### src/rtl/stream_mux_nto1.sv
// stream_mux_nto1
//   N-input to 1-output stream multiplexer with valid/ready handshakes on every
//   port and a registered output stage. The channel is picked by the sel port.
//   If the macro STREAM_MUX_RR_EN is defined, a round-robin arbiter picks the
//   channel instead, and sel is ignored.
//
// Ports
//   clk        in   1              clock, all state on rising edge
//   rst_n      in   1              asynchronous active-low reset
//   in_data    in   NUM_CH*WIDTH   channel k at bits [k*WIDTH +: WIDTH]
//   in_valid   in   NUM_CH         per-channel valid
//   in_ready   out  NUM_CH         per-channel ready (combinational, one-hot or zero)
//   sel        in   SEL_W          channel select (unused in round-robin build)
//   out_data   out  WIDTH          registered output data
//   out_valid  out  1              registered output valid
//   out_ready  in   1              sink ready
//   out_ch     out  SEL_W          channel that supplied out_data
//   err_sel    out  1              registered flag: last sampled sel was out of range
module stream_mux_nto1 #(
    parameter  int NUM_CH = 4,
    parameter  int WIDTH  = 8,
    localparam int SEL_W  = $clog2(NUM_CH)
) (
    input  logic                    clk,
    input  logic                    rst_n,
    input  logic [NUM_CH*WIDTH-1:0] in_data,
    input  logic [NUM_CH-1:0]       in_valid,
    output logic [NUM_CH-1:0]       in_ready,
    input  logic [SEL_W-1:0]        sel,
    output logic [WIDTH-1:0]        out_data,
    output logic                    out_valid,
    input  logic                    out_ready,
    output logic [SEL_W-1:0]        out_ch,
    output logic                    err_sel
);

    // The output register is the only state: it is either empty or holds a word.
    typedef enum logic {
        EMPTY = 1'b0,
        FULL  = 1'b1
    } state_e;

    state_e             state_q, state_d;
    logic [WIDTH-1:0]   data_q, data_d;
    logic [SEL_W-1:0]   ch_q, ch_d;
    logic               err_q, err_d;

    logic               load_en;
    logic               xfer;
    logic [SEL_W-1:0]   grant;
    logic               grant_vld;
    logic [WIDTH-1:0]   mux_data;

    // The register can take a new word when it is empty or being drained now.
    assign load_en = (state_q == EMPTY) | out_ready;

`ifdef STREAM_MUX_RR_EN
    logic [SEL_W-1:0]   rr_ptr_q, rr_ptr_d;
    logic [SEL_W-1:0]   rr_idx;
    logic               unused_sel;

    assign unused_sel = ^sel;

    // Search from rr_ptr+1 upward (mod NUM_CH). The loop runs from the farthest
    // candidate to the nearest one, so the nearest valid channel is the last one written.
    always_comb begin
        grant     = '0;
        rr_idx    = '0;
        grant_vld = |in_valid;
        for (int i = NUM_CH; i >= 1; i--) begin
            rr_idx = SEL_W'((int'(rr_ptr_q) + i) % NUM_CH);
            if (in_valid[rr_idx]) begin
                grant = rr_idx;
            end
        end
        err_d    = 1'b0;
        rr_ptr_d = xfer ? grant : rr_ptr_q;
    end

    // The pointer moves only on an accepted word, so stalls do not skip a channel.
    always_ff @(posedge clk or negedge rst_n) begin
        if (!rst_n) begin
            rr_ptr_q <= SEL_W'(NUM_CH - 1);
        end else begin
            rr_ptr_q <= rr_ptr_d;
        end
    end
`else
    localparam logic [SEL_W:0] NUM_CH_EXT = (SEL_W + 1)'(NUM_CH);

    // A select value at or above NUM_CH is possible only when NUM_CH is not a
    // power of two. Such a value grants nothing and is flagged on every cycle it is seen.
    always_comb begin
        grant     = sel;
        grant_vld = ({1'b0, sel} < NUM_CH_EXT);
        err_d     = ~grant_vld;
    end
`endif

    // At most one ready bit is set. Ready is forced low while reset is asserted.
    always_comb begin
        in_ready = '0;
        for (int k = 0; k < NUM_CH; k++) begin
            if (rst_n && load_en && grant_vld && (grant == SEL_W'(k))) begin
                in_ready[k] = 1'b1;
            end
        end
    end

    // in_ready is one-hot, so it can steer the data mux directly.
    always_comb begin
        mux_data = '0;
        for (int k = 0; k < NUM_CH; k++) begin
            if (in_ready[k]) begin
                mux_data = in_data[k*WIDTH +: WIDTH];
            end
        end
    end

    assign xfer = |(in_valid & in_ready);

    // A drain and a load on the same edge simply overwrite the register.
    // A load slot with no incoming word empties the register and keeps the old data.
    always_comb begin
        state_d = state_q;
        data_d  = data_q;
        ch_d    = ch_q;
        if (load_en) begin
            if (xfer) begin
                state_d = FULL;
                data_d  = mux_data;
                ch_d    = grant;
            end else begin
                state_d = EMPTY;
            end
        end
    end

    always_ff @(posedge clk or negedge rst_n) begin
        if (!rst_n) begin
            state_q <= EMPTY;
            data_q  <= '0;
            ch_q    <= '0;
            err_q   <= 1'b0;
        end else begin
            state_q <= state_d;
            data_q  <= data_d;
            ch_q    <= ch_d;
            err_q   <= err_d;
        end
    end

    assign out_valid = (state_q == FULL);
    assign out_data  = data_q;
    assign out_ch    = ch_q;
    assign err_sel   = err_q;

endmodule

### config.mk
export PLATFORM = sky130hd
export DESIGN_NAME = stream_mux_nto1
export DESIGN_NICKNAME = d
export VERILOG_FILES = /design/src/rtl/stream_mux_nto1.sv
export SDC_FILE = /design/constraint.sdc
export NUM_CORES = 1
export LEC_CHECK = 0
export ABC_CLOCK_PERIOD_IN_PS = 1900
export BUFFER_PORTS_ARGS = -buffer_cell sky130_fd_sc_hd__buf_2
export CAP_MARGIN = 10
export CELL_PAD_IN_SITES_DETAIL_PLACEMENT = 0
export CELL_PAD_IN_SITES_GLOBAL_PLACEMENT = 2
export CORE_UTILIZATION = 22
export CTS_BUF_LIST = sky130_fd_sc_hd__clkbuf_2
export CTS_CLUSTER_DIAMETER = 30
export DETAILED_ROUTE_END_ITERATION = 12
export GPL_ROUTABILITY_DRIVEN = 0
export PLACE_DENSITY = 0.84
export SETUP_SLACK_MARGIN = 0.1
export SLEW_MARGIN = 20
export SYNTH_ARGS = -nofsm -noshare
export SYNTH_HDL_FRONTEND = slang
export SYNTH_SLANG_ARGS = --single-unit
### constraint.sdc
create_clock -name clk -period 1.9 [get_ports clk]
set_input_delay 0.38 -clock clk [delete_from_list [all_inputs] [get_ports clk]]
set_output_delay 0.38 -clock clk [all_outputs]
set_load 0.02 [all_outputs]
; ---- Word-level counts from Yosys, hierarchy flattened
; Index checks and enable logic that the tools add are counted.
[op_classes]
add_sub_neg = 0
mul = 0
div = 0
order_cmp = 0
n_eq_ne = 3
shift = 0
muxes = 9
n_bitwise = 3
reduce_logical = 8
[op_table]
columns = operator, n
row1 = 8-bit 2-to-1 mux, 4
row2 = 1-bit logical AND, 5
row3 = 1-bit 2-to-1 mux, 5
row4 = 4-bit AND, 1
row5 = 2-bit == test (second input constant), 2
row6 = 4-bit OR reduction, 1
row7 = 2-bit by 1-bit == test with 1-bit output (second input constant), 1
row8 = 2-bit logical NOT, 1
row9 = 2-bit AND reduction, 1
row10 = 1-bit NOT, 1
row11 = 1-bit OR, 1
[totals]
register_bits = 11
latchBits = 0
ramBits = 0
mem_bits_ro = 0
inputBits = 41
output_inout_bits = 16
elab_cells = 26
n_memories = 0

; ---- Depth between registers and ports, before layout
[logic_depth]
word_depth = 9
ltp_mapped = 5
mapped_depth_nobuf = 4

; ---- Least setup slack after synthesis
; OpenSTA, ideal clock, no wires.
[synth_path]
path_type = register to output
from = register state_q, in the netlist out_valid
to = output in_ready[2]
arrival_ps = 1133
t_required_ps = 1520
setup_slack_ps = 387
path_stages_with_launch = 5
path_buffers = 1
path_cell_list = dfrtp_1 > nand2b_2 > nand3_1 > buf_2 > nor2_1
[synth_between]
elab_chain_cells = 5
[synth_rtl]
columns = item, line
row1 = "start, declared", 43  ; state_e state_q, state_d;
row2 = "start signal, assigned", 146  ; state_q <= state_d;
row3 = 1-bit NOT, 55  ; assign load_en = (state_q == EMPTY) | out_ready;
row4 = 1-bit OR, 55
row5 = 1-bit logical AND (2 in series), 104  ; if (rst_n && load_en && grant_vld && (grant == SEL_W'(k))) begin
row6 = 1-bit 2-to-1 mux, 104
row7 = "end, declared", 28  ; output logic [NUM_CH-1:0] in_ready,
; No other way between the ends.

; ---- Final worst setup path
[layout_path]
from = register state_q, in the netlist out_valid
to = output in_ready[0]
; The elaborated chain is that of the path after synthesis.

==> results.md <==
* Status: finished, final reports clean
* Via count at 704
* Tot Pwr at 0.7616 mW
* Worst skew pair latency at 250 ps
* GRT overflow at 0
* Unrepaired setup endpoints after global routing: true
* Routed len/inst at 11.34 um
* Placed insts at 167
* Seq cells post-synth at 11
* DRC viols at 0
* Crit path kind: reg2out
* # clock sinks at 11
* Htree depth at 1
* First-pass GRT wire length at 2.946 mm
* Int Power at 0.5007 mW
* Critical path peak fanout at 10
* Clk_skew at 11.88 ps
* Synth warn at 0
* CP Data Required Time at 1520 ps
* Sequential power share at 0.405
* Postcts setup bufs at 0
* GRT Resource Usage Total at 0.1091
* Largest net degree at the start of global routing at 14
* Final-report max-slew violation count at 0
* # diodes at 0
* Final core occ at 0.3603
* HPWL after DPL at 1.612 mm
* ANT nets after route at 0
* Sw frac at 0.3426
* Crit path capture type: output pin
* Nets at 170
* Min cycle time layout at 1696 ps
* Comb pwr share at 0.430
* Endpoints failing hold at 0
* Core area at 0.003153 sq mm
* Antenna violations before repair at 0
* Clk slew on worst S/H paths at 110 ps
* Lkg Pwr at 0.6598 nW
* Cell Pwr Density at 670.4 mW/mm^2
* Syn avg cell area at 11.34 sq um
* Final wirelength at 1.950 mm
* Initial Utilization at 0.2409
* Site row count at 20
* Vias in the first global route at 673
* WP data arrival at 1320 ps
* Net Count, Synth at 108
* CTS tree: built
* CTS Buf Count at 3
* Num ports at 57
* Max Fclk at 589.6 MHz
* Die area at 0.003691 sq mm
* Finished Layout Cells at 172
* IO buf count at 55
* Via density per instance at 4.093
* Layout cell share with drive strength beyond 1 at 0.6016
* MaxCap Viol Count at 0
* Final setup violation count at 0
* CP Launch Type: flop
* First-pass DRT Iterations at 2
* Period utilisation layout at 0.8926
* Syn-to-layout area delta at 49.59%
* 1st-iter DRT viols at 1
* Worst reg2reg path depth at 5
* Root Buffer: clkbuf_2
* Seq/Total Area, Yosys at 0.3624
* Synth Cell Area at 759.5 sq um
* Library cells used by synthesis at 17
* Peak supply drop at 0.1929 mV
* Clock buffer depth at 2
* Clock power frac at 0.165
* Die width at 60.76 um
* Chip height at 60.76 um
* Setup TNS at 0 ps
* Net Switching at 0.2609 mW
* Class of the worst hold path: in2async
* Synthesized instance count at 67
[worst max-delay path, stage by stage, from the launching register on]
cell and delay (ps):
dfrtp_1 400, nand2b_2 110, nand3b_1 110, buf_4 200
nor2_1 90, buf_2 160
[cells in the final DEF (no fill, tap or decap), types with 2 or more instances in the layout]
master and count:
o2bb2ai_1 2, o22ai_1 8, dfrtp_1 11, nor2_1 4, mux2_4 7, buf_4 8, mux2i_1 19, buf_2 55
clkbuf_2 4
[synth_stat cells (all sizes together)]
library cell | instances | share of area
mux2i | 19 | 0.25
o2bb2ai | 2 | 0.023
nand3 | 2 | 0.013
conb | 1 | 0.0049
o22ai | 8 | 0.066
nand2 | 1 | 0.0049
buf | 7 | 0.064
inv | 1 | 0.0049
dfrtp | 11 | 0.36
mux2 | 8 | 0.15
nor2 | 4 | 0.020
o22a | 1 | 0.012
nand3b | 1 | 0.0099
nand2b | 1 | 0.012
[layout make-up]
type | instances | area, sq um
inverters | 1 | 3.754
clock buffers | 4 | 20.02
flip-flops and latches | 11 | 275.3
well taps | 44 | 55.05
repair buffers | 64 | 345.3
fillers | 348 | 2017
multi-input cells | 48 | 436.7
[power groups by stage]
| stage | Sequential (mW) | Clock [mW] | Combinational [mW] |
|---|---|---|---|
| 6_report | 0.308 | 0.126 | 0.328 |
| 5_1_grt | 0.316 | 0.143 | 0.355 |
| 4_1_cts | 0.310 | 0.136 | 0.332 |
| 3_5_place_dp | 0.314 | 0 | 0.330 |
| 3_3_place_gp | 0.315 | 0 | 0.324 |
| 2_1_floorplan | 0.371 | 0 | 0.144 |
[metal layers]
layer | share of wire | up-vias | track usage
met5 | 0 | - | 0
met4 | 0.010 | 0 | 0.06818
met3 | 0.084 | 2 | 0.01066
met2 | 0.46 | 41 | 0.1868
met1 | 0.44 | 297 | 0.1312
li1 | - | 364 | -
[sequential cells by signal, summed over array words and instances, names as in the netlist]
| name | count |
|---|---|
| out_data | 8 |
| out_ch | 2 |
| out_valid | 1 |
[final timing paths]
path,startpoint,end,slack [ps]
worst max-delay path,out_valid,in_ready[0],200
worst min-delay path,rst_n,out_data[4],70
worst max register to register,out_valid,out_data[2],460
worst min register to register,out_ch[1],out_ch[1],510
max in group asynchronous,rst_n,out_data[3],1120
min in group clk,out_ready,out_valid,430
[cells by family after synthesis]
family	Yosys count	synth area share
DFF	11	0.3624
AOI/OAI and AO/OA	11	0.1005
buffers and inverters	8	0.06918
other	1	0.004938
muxes	27	0.4036
and+or+nand+nor	9	0.05930
[what timing repair did]
action / 4_1_cts / 5_1_grt
endpoints found under the setup margin: 0 / 2
endpoints found under the hold margin: 5 / 0
hold buffers: 1 / 0
resized for setup: 0 / 1
[metrics by stage]
step | setup WS [ps] | instance area, sq um | hold slack (ps)
4_1_cts | 163.6 | 1131 | 52.88
5_1_grt | 82.30 | 1136 | 72.03
3_3_place_gp | 347.4 | 1101 | 220.8
6_report | 204.1 | 1136 | 74.24
2_1_floorplan | 387.1 | 759.5 | 84.41
3_5_place_dp | 294.5 | 1101 | 221.6
(Power assumes the default switching activity.)
